$ cat config.mk
export PLATFORM = sky130hd
export DESIGN_NAME = ordenador_caminho
export DESIGN_NICKNAME = d
export VERILOG_FILES = /design/src/rtl/ordenador_caminho.sv
export SDC_FILE = /design/constraint.sdc
export NUM_CORES = 1
export LEC_CHECK = 0
export ABC_CLOCK_PERIOD_IN_PS = 4700
export CORE_MARGIN = 2
export CORE_UTILIZATION = 39
export DETAILED_ROUTE_END_ITERATION = 10
export GPL_ROUTABILITY_DRIVEN = 0
export SYNTH_ARGS = -nofsm -noshare
export SYNTH_HDL_FRONTEND = slang
export SYNTH_SLANG_ARGS = --single-unit
$ cat constraint.sdc
create_clock -name clk -period 4.7 [get_ports clk]
set_input_delay 0.47 -clock clk [delete_from_list [all_inputs] [get_ports clk]]
set_output_delay 0.47 -clock clk [all_outputs]
set_load 0.02 [all_outputs]
$ cat src/rtl/ordenador_caminho.sv
// Path reorder buffer: captures predecessor-walk nodes (destination first) into a LIFO
// and replays them source first over a valid/ready stream, flagging overflow.
module ordenador_caminho #(
  parameter int ADDR_WIDTH = 10,
  parameter int PROF_MAX   = 64,
  parameter int CNT_W      = $clog2(PROF_MAX + 1)
) (
  input  logic                  clk,
  input  logic                  rst,
  input  logic                  cancelar_in,
  input  logic                  caminho_valid_in,
  input  logic [ADDR_WIDTH-1:0] caminho_data_in,
  input  logic                  caminho_ultimo_in,
  output logic                  caminho_ready_out,
  output logic                  saida_valid_out,
  output logic [ADDR_WIDTH-1:0] saida_data_out,
  output logic                  saida_ultimo_out,
  input  logic                  saida_ready_in,
  output logic [CNT_W-1:0]      tamanho_out,
  output logic                  ocupado_out,
  output logic                  erro_out
);

  localparam int IDX_W = (PROF_MAX > 1) ? $clog2(PROF_MAX) : 1;

  typedef enum logic [1:0] {
    OCIOSO  = 2'd0,
    CAPTURA = 2'd1,
    ENVIO   = 2'd2
  } estado_t;

  estado_t                 state_q, state_d;
  logic [CNT_W-1:0]        ptr_q, ptr_d;
  logic                    ready_q, ready_d;
  logic                    valid_q, valid_d;
  logic [ADDR_WIDTH-1:0]   data_q, data_d;
  logic                    ultimo_q, ultimo_d;
  logic [CNT_W-1:0]        tamanho_q, tamanho_d;
  logic                    ocupado_q, ocupado_d;
  logic                    erro_q, erro_d;

  logic [ADDR_WIDTH-1:0]   mem [PROF_MAX];
  logic                    wr_en_s;
  logic [IDX_W-1:0]        wr_idx_s;
  logic [CNT_W-1:0]        rd_ptr_s;
  logic                    xfer_s;
  logic                    cheio_s;

  assign xfer_s   = caminho_valid_in & ready_q;
  assign cheio_s  = (ptr_q == CNT_W'(PROF_MAX));
  // Next node to present after a pop: two below the current pointer
  assign rd_ptr_s = ptr_q - CNT_W'(2);

  always_comb begin
    state_d   = state_q;
    ptr_d     = ptr_q;
    valid_d   = valid_q;
    data_d    = data_q;
    ultimo_d  = ultimo_q;
    tamanho_d = tamanho_q;
    erro_d    = erro_q;
    wr_en_s   = 1'b0;
    wr_idx_s  = ptr_q[IDX_W-1:0];
    if (cancelar_in) begin
      state_d  = OCIOSO;
      ptr_d    = {CNT_W{1'b0}};
      valid_d  = 1'b0;
      ultimo_d = 1'b0;
    end else begin
      case (state_q)
        OCIOSO: begin
          if (xfer_s) begin
            erro_d    = 1'b0;
            wr_en_s   = 1'b1;
            wr_idx_s  = {IDX_W{1'b0}};
            ptr_d     = CNT_W'(1);
            tamanho_d = CNT_W'(1);
            if (caminho_ultimo_in) begin
              state_d  = ENVIO;
              valid_d  = 1'b1;
              data_d   = caminho_data_in;
              ultimo_d = 1'b1;
            end else begin
              state_d = CAPTURA;
            end
          end else begin
            state_d = OCIOSO;
          end
        end
        CAPTURA: begin
          if (xfer_s) begin
            if (cheio_s) begin
              erro_d = 1'b1;
            end else begin
              wr_en_s   = 1'b1;
              ptr_d     = ptr_q + CNT_W'(1);
              tamanho_d = ptr_q + CNT_W'(1);
            end
            // A path that lost any node is discarded rather than replayed
            if (caminho_ultimo_in) begin
              if (cheio_s || erro_q) begin
                state_d = OCIOSO;
                ptr_d   = {CNT_W{1'b0}};
              end else begin
                state_d  = ENVIO;
                valid_d  = 1'b1;
                data_d   = caminho_data_in;
                ultimo_d = (ptr_q == {CNT_W{1'b0}});
              end
            end else begin
              state_d = CAPTURA;
            end
          end else begin
            state_d = CAPTURA;
          end
        end
        ENVIO: begin
          if (saida_ready_in) begin
            if (ptr_q > CNT_W'(1)) begin
              ptr_d    = ptr_q - CNT_W'(1);
              data_d   = mem[rd_ptr_s[IDX_W-1:0]];
              ultimo_d = (ptr_q == CNT_W'(2));
            end else begin
              ptr_d    = {CNT_W{1'b0}};
              valid_d  = 1'b0;
              ultimo_d = 1'b0;
              state_d  = OCIOSO;
            end
          end else begin
            state_d = ENVIO;
          end
        end
        default: begin
          state_d  = OCIOSO;
          ptr_d    = {CNT_W{1'b0}};
          valid_d  = 1'b0;
          ultimo_d = 1'b0;
        end
      endcase
    end
    ready_d   = (state_d != ENVIO);
    ocupado_d = (state_d != OCIOSO);
  end

  always_ff @(posedge clk) begin
    if (rst) begin
      state_q   <= OCIOSO;
      ptr_q     <= {CNT_W{1'b0}};
      ready_q   <= 1'b1;
      valid_q   <= 1'b0;
      data_q    <= {ADDR_WIDTH{1'b0}};
      ultimo_q  <= 1'b0;
      tamanho_q <= {CNT_W{1'b0}};
      ocupado_q <= 1'b0;
      erro_q    <= 1'b0;
    end else begin
      state_q   <= state_d;
      ptr_q     <= ptr_d;
      ready_q   <= ready_d;
      valid_q   <= valid_d;
      data_q    <= data_d;
      ultimo_q  <= ultimo_d;
      tamanho_q <= tamanho_d;
      ocupado_q <= ocupado_d;
      erro_q    <= erro_d;
    end
  end

  // LIFO storage needs no reset: the pointer defines which entries are live
  always_ff @(posedge clk) begin
    if (wr_en_s) begin
      mem[wr_idx_s] <= caminho_data_in;
    end
  end

  assign caminho_ready_out = ready_q;
  assign saida_valid_out   = valid_q;
  assign saida_data_out    = data_q;
  assign saida_ultimo_out  = ultimo_q;
  assign tamanho_out       = tamanho_q;
  assign ocupado_out       = ocupado_q;
  assign erro_out          = erro_q;

endmodule

==> flow_summary.json, run 1 <==
{
  "holdCritStartpoint": "caminho_data_in[6]",
  "yosys.cell_types.count": 67,
  "regToRegStartpoint": "ptr_q[1]",
  "path_max_fanout": 23,
  "vias_per_cell": 5.64,
  "grt_pass1_vias": 14000,
  "ys_seq_area_frac": 0.742,
  "leakage_nw": 9.54,
  "synth_top_cell_area_share": 0.718,
  "crit_required_ns": 5.17,
  "drc": 0,
  "antenna_cells": 0,
  "maxSlewViolCount": 0,
  "clockBufferDepth": 3,
  "cts_resized": 0,
  "first_pass_iters": 6,
  "n_fill_cell": 5795,
  "final_util": 0.449,
  "row_count": 96,
  "post_cts_buffers": 0,
  "synth_edf_count": 640,
  "ir_drop_mv": 0.247,
  "ff2ff_path_depth": 8,
  "clock_latency_ns": 0.62,
  "grt_first_pass_wirelength_microns": 95300,
  "cts.reportedPaths.clkPinSlew_ns": 0.06,
  "holdBufCountCts": 0,
  "vias": 13900,
  "fin_tns_setup_ns": 0,
  "numCtsBuffers": 69,
  "hold_viol": 0,
  "finalCritPeriodShare": 0.762,
  "drt_iter0_drc": 1665,
  "start_util": 0.392,
  "hold_depth": 1,
  "core_area_sq_um": 68200,
  "reg2reg_slack_ns": 1.12,
  "grt_max_degree": 122,
  "ys_async_sr_fraction": 0,
  "worstHoldPathType": "primary input to flop",
  "netlist_instances": 1433,
  "ys_warn_count": 0,
  "io-pin-count": 38,
  "clock_sinks": 671,
  "slew_headroom": 0.207,
  "wl_per_cell_microns": 26.3,
  "cts_tree": "built",
  "antenna_left": 0,
  "grtUsageTotal": 0.185,
  "synth_area_sq_um": 26800,
  "design_area_sq_um": 30600,
  "synth-main-ff-cell": "edfxtp_1",
  "die_h_microns": 266,
  "cts_root_buf": "clkbuf_16",
  "syn_avg_cell_area_sq_um": 18.7,
  "wl_microns": 65000,
  "r2r-end": "saida_data_out[0]",
  "p_per_area_nw_per_um2": 409,
  "synth_nets": 1456,
  "seq_area_sq_um": 19800,
  "fmax_mhz": 279,
  "critPathKind": "flop to flop",
  "synth.area.top_cells": "edfxtp_1, mux4_2, mux2i_1",
  "fin_nets": 1555,
  "rsz0062_at_grt": "no",
  "crit_arrival_ns": 4.05,
  "die_w_microns": 266,
  "overflow": 0,
  "synth_area_leader_cell": "edfxtp_1",
  "start_kind": "flop",
  "die-area_sq_um": 70700,
  "holdPathEnd": "mem[26][6]",
  "areaGrowthSynthToFinish_pct": 14.5,
  "cp-end-kind": "flop",
  "finClkSkew_ns": 0.0336,
  "max_cap_violations": 0,
  "power_mw": 12.5,
  "htreeDepth": 3,
  "antenna_found_initial": 0,
  "io_buffers": 37,
  "dp_hpwl_microns": 40000,
  "post_dp_cell_area_sq_um": 28400,
  "worst_slew_pin_slew_ns": 1.19,
  "ys_ff_latch": 671,
  "setup_viol": 0,
  "status": "finished, final reports clean",
  "layout-drive-gt1-share": 0.199,
  "multiInputGateArea_sq_um": 6490,
  "fin_crit_ns": 3.58
}
[cell usage after synthesis (all sizes together), types with 4 or more instances]
master	instances
edfxtp	640
mux2i	122
mux4	118
nor2	91
nand2	68
buf	53
a22oi	47
dfxtp	31
a21oi	29
clkbuf	26
nand3	21
nor3	17
o21ai	16
and2	12
a221oi	11
a21o	10
a32oi	10
inv	10
o211ai	10
a41oi	9
o311ai	9
xnor2	8
ha	7
nand2b	5
nor2b	5
a211oi	4
[critical path, stage by stage (launching register included)]
cell and delay [ns]:
dfxtp_4 0.41, inv_2 0.46, ha_4 0.33, xor2_4 0.69, mux4_2 0.43, nand2_1 0.11
nand2_1 0.08, o311ai_0 0.76, o211ai_1 0.15
[placed cells by master (no fill, tap or decap), drive strengths merged, types with 5 or more instances in the layout]
master         count
bufinv             9
mux2i            122
dfxtp             31
nor3              17
buf               80
nand2b             5
ha                 7
a32oi             10
edfxtp           640
nor2b              5
o311ai             9
clkdlybuf4s50     27
a221oi            11
inv               17
mux4             118
o211ai            10
nand2             68
a21o              10
o21ai             16
a22oi             47
nor2              91
a41oi              9
nand3             21
clkinv            26
a21oi             29
xnor2              8
and2              12
clkbuf            79
[through the flow]
stage	setup slack, ns	instances	hold WS (ns)
after floorplan	1.66	1433	0.533
after global placement	1.07	2343	0.470
after detailed placement	0.984	2343	0.469
after CTS	1.19	2466	0.340
after global routing	0.957	2466	0.377
final	1.12	2466	0.364
[kinds of logic after synthesis]
family,Yosys count,share of synthesized area
DFF,671,0.742
muxes,242,0.146
and+or+nand+nor,235,0.0400
AOI/OAI and AO/OA,178,0.0490
buffers and inverters,90,0.0168
xor gates and xnor gates,10,0.00355
adders and majority gates,7,0.00327
[layer usage]
layer | GRT usage | vias up | routed length, microns
li1 | - | 6043 | -
met3 | 0.0328 | 106 | 4570
met4 | 0.0676 | 0 | 2070
met5 | 0 | - | 0
met1 | 0.264 | 7197 | 28100
met2 | 0.288 | 558 | 30300
[worst max path at each step]
stage / startpoint / to / slack [ns] / cells past startpoint
4_1_cts: ptr_q[1] / saida_data_out[5] / 1.19 / 8
6_report: ptr_q[1] / saida_data_out[0] / 1.12 / 8
3_5_place_dp: caminho_valid_in / mem[5][0] / 0.98 / 6
2_1_floorplan: ptr_q[1] / saida_data_out[0] / 1.66 / 13
3_3_place_gp: caminho_valid_in / mem[53][6] / 1.07 / 6
5_1_grt: ptr_q[1] / saida_data_out[0] / 0.96 / 8
[area by class of cell]
type / instances / area share
Inverter: 11 / 0.00135
Sequential cell: 671 / 0.648
Clock buffer: 79 / 0.0583
Clock inverter: 44 / 0.0162
Timing Repair Buffer: 107 / 0.0284
Tap cell: 882 / 0.0360
Multi-Input combinational cell: 672 / 0.212
[state kept, by name (all words and copies together) (netlist names)]
signal,flops
saida_ultimo_out,1
state_q,2
saida_valid_out,1
mem,640
saida_data_out,10
tamanho_out,7
erro_out,1
caminho_ready_out,1
ptr_q,7
ocupado_out,1
[power breakdown]
group          switching, mW  internal [mW]
sequential            0.0127           6.55
clock                   2.28           3.25
combinational          0.284          0.145
total                   2.58           9.95
Note: power is estimated with default switching activity, not from simulation.
==> run 2, diff against run 1 <==
- ABC_CLOCK_PERIOD_IN_PS: 4700 -> 3350
- clock period: 4.7 -> 3.35 ns (I/O delays scaled with it)
==> flow_summary.json, run 2 (synthesized netlist as in run 1, its figures left out) <==
{
  "status": "finished, final reports clean",
  "start_util": 0.392,
  "hold_depth": 1,
  "crit_arrival_ns": 3.44,
  "row_count": 96,
  "cp_slowest_cell": "o311ai_0",
  "rsz0062_at_grt": "no",
  "fin_nets": 1618,
  "worst_slew_pin_slew_ns": 1.08,
  "clockBufferDepth": 3,
  "finalCritPeriodShare": 0.896,
  "dp_hpwl_microns": 40400,
  "layout-drive-gt1-share": 0.226,
  "htreeDepth": 3,
  "antenna_cells": 0,
  "cts_root_buf": "clkbuf_16",
  "p_int_mw": 13.8,
  "hold_viol": 0,
  "critPathKind": "flop to flop",
  "switchingPower_mw": 3.56,
  "dr.max_layer_used": "met5",
  "cp-end-kind": "flop",
  "clock_sinks": 671,
  "critPathMaxStageDelay_ns": 0.89,
  "p_per_area_nw_per_um2": 558,
  "numCtsBuffers": 70,
  "final_util": 0.456,
  "wl_microns": 64900,
  "final_common_cell": "edfxtp_1",
  "finClkSkew_ns": 0.0285,
  "vias_per_cell": 5.59,
  "path_max_fanout": 51,
  "comb_power_share": 0.035,
  "fmax_mhz": 333,
  "wl_met2_microns": 31400,
  "antenna_found_initial": 2,
  "cts_tree": "built",
  "slew_headroom": 0.269,
  "holdBufCountCts": 0,
  "multiInputGateArea_sq_um": 6490,
  "antenna_left": 0,
  "die_h_microns": 266,
  "regMostFlops": "mem",
  "io-pin-count": 38,
  "fin_tns_setup_ns": 0,
  "dr_wl_met3_microns": 4180,
  "grtUsageTotal": 0.187,
  "ff2ff_path_depth": 8,
  "r2r-end": "saida_data_out[4]",
  "die_w_microns": 266,
  "die-area_sq_um": 70700,
  "vias": 14200,
  "fin_crit_ns": 3.00,
  "cts.reportedPaths.clkPinSlew_ns": 0.06,
  "reg2reg_slack_ns": 0.35,
  "areaGrowthSynthToFinish_pct": 16.2,
  "core_area_sq_um": 68200,
  "start_kind": "flop",
  "setup_viol": 0,
  "timing.critical_path.mode_cell": "nand2_1",
  "leakage_nw": 9.85,
  "holdPathEnd": "mem[51][0]",
  "drt_iter0_drc": 1380,
  "m1WireLength_microns": 28000,
  "largest_reg_flops": 640,
  "grt_pass1_vias": 14300,
  "sw_frac_of_total": 0.205,
  "final_cell_mix": "edfxtp_1, buf_4, mux2i_1",
  "worstHoldPathType": "primary input to flop",
  "cts_resized": 0,
  "n_fill_cell": 5826,
  "seq_area_sq_um": 19800,
  "crit_required_ns": 3.79,
  "regToRegStartpoint": "ptr_q[3]",
  "clock_latency_ns": 0.61,
  "overflow": 0,
  "holdCritStartpoint": "caminho_data_in[0]",
  "p_clk_frac": 0.434,
  "wl_per_cell_microns": 25.7,
  "pwr-share-seq": 0.531,
  "ir_drop_mv": 0.360,
  "drc": 0,
  "max_cap_violations": 0,
  "first_pass_iters": 5,
  "grt_first_pass_wirelength_microns": 96500,
  "maxSlewViolCount": 0,
  "critical_path.cell_chain": "buf_4 > xor2_4 > buf_12 > mux4_2 > nand2_1 > nand2_1 > o311ai_0 > o211ai_1",
  "post_cts_buffers": 0,
  "io_buffers": 37,
  "grt_max_degree": 66
}
run 2: changes by cell type in the layout (fill, tap and decap cells not counted), sizes merged:
cell      before  now
buf           80  142
clkbuf        79   87
clkinv        26   31
bufinv         9    5
inv           17   13
clkinvlp       3    1
run 2: worst max-delay path by stage:
| stage | start | to | slack (ns) | cells past startpoint |
|---|---|---|---|---|
| after global placement | caminho_valid_in | mem[24][2] | 0.22 | 7 |
| after floorplan | ptr_q[1] | saida_data_out[0] | 0.31 | 13 |
| after CTS | ptr_q[0] | saida_data_out[4] | 0.44 | 7 |
| final | ptr_q[3] | saida_data_out[4] | 0.35 | 8 |
| after detailed placement | caminho_valid_in | mem[24][1] | 0.17 | 7 |
| after global routing | ptr_q[0] | saida_data_out[2] | 0.22 | 7 |
run 2: power by group through the flow:
| stage | Sequential [mW] | Clock, mW | Combinational [mW] |
|---|---|---|---|
| after global routing | 9.21 | 8.01 | 0.654 |
| final | 9.21 | 7.54 | 0.609 |
| after global placement | 9.39 | 0 | 0.608 |
| after floorplan | 9.40 | 0 | 0.303 |
| after CTS | 9.21 | 7.69 | 0.620 |
| after detailed placement | 9.39 | 0 | 0.618 |
run 2: area by class of cell:
cell class                      count  area share
Sequential cell                   671       0.638
Tap cell                          882      0.0355
Inverter                           11     0.00133
Timing Repair Buffer              169      0.0446
Clock inverter                     39      0.0111
Clock buffer                       87      0.0604
Multi-Input combinational cell    672       0.209
run 2: metal layers:
layer | vias up | track usage
met5 | - | 0
met4 | 2 | 0.0497
met3 | 92 | 0.0329
met2 | 504 | 0.298
met1 | 7385 | 0.266
li1 | 6170 | -
run 2: through the flow:
stage / power [mW] / setup WS, ns / cells / hold WS (ns) / instance area (sq um)
floorplan: 9.70 / 0.311 / 1433 / 0.434 / 26800
global placement: 10.0 / 0.224 / 2405 / 0.459 / 28900
detailed placement: 10.0 / 0.170 / 2405 / 0.469 / 28900
CTS: 17.5 / 0.435 / 2531 / 0.161 / 31100
global route: 17.9 / 0.222 / 2531 / 0.178 / 31100
finish: 17.4 / 0.348 / 2531 / 0.180 / 31100
run 2: worst max-delay path, delay by kind of cell, from the launching register on:
family	cells	cell delay, ns
mux	1	0.34
xor+xnor	1	0.17
compound gates	2	1.06
simple gates	2	0.18
buf+inv	2	0.56
flops	1	0.45
==> run 3, diff against run 2 <==
- ABC_AREA: default -> 1
- PLACE_DENSITY: default -> 0.61
==> flow_summary.json, run 3 <==
{
  "final_util": 0.451,
  "ys_ff_latch": 671,
  "die_w_microns": 276,
  "fin_crit_ns": 2.99,
  "clock_latency_ns": 0.61,
  "cts_tree": "built",
  "io_buffers": 37,
  "worst_slew_pin_slew_ns": 1.06,
  "ir_drop_mv": 0.435,
  "areaGrowthSynthToFinish_pct": 14.3,
  "antenna_found_initial": 1,
  "largest_reg_flops": 640,
  "grtUsageMet3": 0.0375,
  "cts.reportedPaths.clkPinSlew_ns": 0.06,
  "drc": 4,
  "post_dp_cell_area_sq_um": 30600,
  "fin_tns_setup_ns": 0,
  "layout-drive-gt1-share": 0.0886,
  "synth_most_common_cell": "nand2_1",
  "ys_warn_count": 0,
  "start_kind": "flop",
  "io-pin-count": 38,
  "finClkSkew_ns": 0.0206,
  "slew_headroom": 0.294,
  "synth_top_cell_area_share": 0.666,
  "netlist_instances": 2759,
  "fmax_mhz": 335,
  "first_pass_iters": 10,
  "start_util": 0.395,
  "gr-usage-met1": 0.289,
  "die-area_sq_um": 76200,
  "synth_nets": 2782,
  "clock_sinks": 671,
  "holdBufCountCts": 0,
  "core_area_sq_um": 73100,
  "antenna_left": 0,
  "violations": "design-rule violations",
  "final_common_cell": "nand2_1",
  "drt_iter0_drc": 2477,
  "setup_viol": 0,
  "timing.final.ws_setup_ns": 0.361,
  "finalCritPeriodShare": 0.892,
  "p_per_area_nw_per_um2": 557,
  "row_count": 99,
  "grt_max_degree": 182,
  "status": "complete, but fails checks",
  "crit_required_ns": 3.82,
  "syn_avg_cell_area_sq_um": 10.5,
  "design_area_sq_um": 33000,
  "overflow": 0,
  "synth_common_cells": "nand2_1, edfxtp_1, nand3_1, nor2_1, inv_1",
  "fin_nets": 2859,
  "vias_per_cell": 5.20,
  "final_cell_mix": "nand2_1, edfxtp_1, nand3_1",
  "clockBufferDepth": 3,
  "synth_area_leader_cell": "edfxtp_1",
  "wl_per_cell_microns": 20.4,
  "placed_cells": 3722,
  "die_h_microns": 276,
  "hold-worst-slack_ns": 0.250,
  "path_max_fanout": 40,
  "grt.busiest_layer": "met2",
  "use_met2": 0.322,
  "critPathKind": "flop to flop",
  "pre_cts_ws_ns": 0.128,
  "post_cts_buffers": 0,
  "maxSlewViolCount": 0,
  "grt_first_pass_wirelength_microns": 118000,
  "synth_edf_count": 640,
  "yosys.cell_types.count": 36,
  "cp-end-kind": "flop",
  "grt_pass1_vias": 19300,
  "crit_arrival_ns": 3.46,
  "wl_microns": 78700,
  "hold_viol": 0,
  "leakage_nw": 12.9,
  "synth-main-ff-cell": "edfxtp_1",
  "rsz0062_at_grt": "no",
  "regMostFlops": "mem",
  "worstHoldPathType": "primary input to flop",
  "cts_resized": 0,
  "synth.area.top_cells": "edfxtp_1, nand2_1, nand3_1",
  "power_mw": 18.4,
  "max_cap_violations": 0,
  "ys_seq_area_frac": 0.688,
  "antenna_cells": 0,
  "vias": 20000,
  "dp_hpwl_microns": 49500,
  "cts_root_buf": "clkbuf_16",
  "htreeDepth": 3,
  "numCtsBuffers": 71,
  "grtUsageTotal": 0.207,
  "ys_async_sr_fraction": 0,
  "synth_area_sq_um": 28800,
  "instances_no_fill": 3849
}
[run 3: worst max-delay path, cell delays in order, from the launching register on]
cell     delay [ns]
dfxtp_1        0.61
inv_2          0.19
ha_2           0.58
buf_4          0.47
nand3_1        0.16
nand3_1        0.15
nand3_1        0.19
nand3_1        0.23
nand3_1        0.10
nand2_1        0.07
a21oi_1        0.06
[run 3: final timing paths]
kind                            end  slack, ns  depth (start not counted)                from
setup / recovery  saida_data_out[9]       0.36                         10            ptr_q[2]
hold / removal            mem[8][4]       0.25                          1  caminho_data_in[4]
setup reg to reg  saida_data_out[9]       0.36                         10            ptr_q[2]
hold reg to reg    saida_ultimo_out       0.47                          2    saida_ultimo_out
[run 3: report_power, final]
group          total [mW]  internal, mW  leakage [nW]  switching [mW]
sequential           9.24          9.21          6.01          0.0303
clock                8.14          4.91          1.19            3.23
combinational       0.987         0.261          5.68           0.726
total                18.4          14.4          12.9            3.98
[run 3: routing by layer]
layer	routed length, microns	vias to the layer above
li1	-	9371
met1	33400	9607
met2	35700	893
met3	6930	154
met4	2670	0
met5	0	-
[run 3: cell type report]
type	count	area, sq um
flip-flops and latches	671	19800
fillers	6737	40100
inverters	218	831
repair buffers	155	1370
clock buffers	86	1910
well taps	959	1200
clock inverters	41	504
multi-input cells	1719	7310
[run 3: cell families after synthesis]
kind of cell | count (synthesis) | synth area share
AOI/OAI and AO/OA | 121 | 0.0219
xor gates and xnor gates | 7 | 0.00239
adders and majority gates | 7 | 0.00304
buffers and inverters | 369 | 0.0591
DFF | 671 | 0.688
and+or+nand+nor | 1584 | 0.226
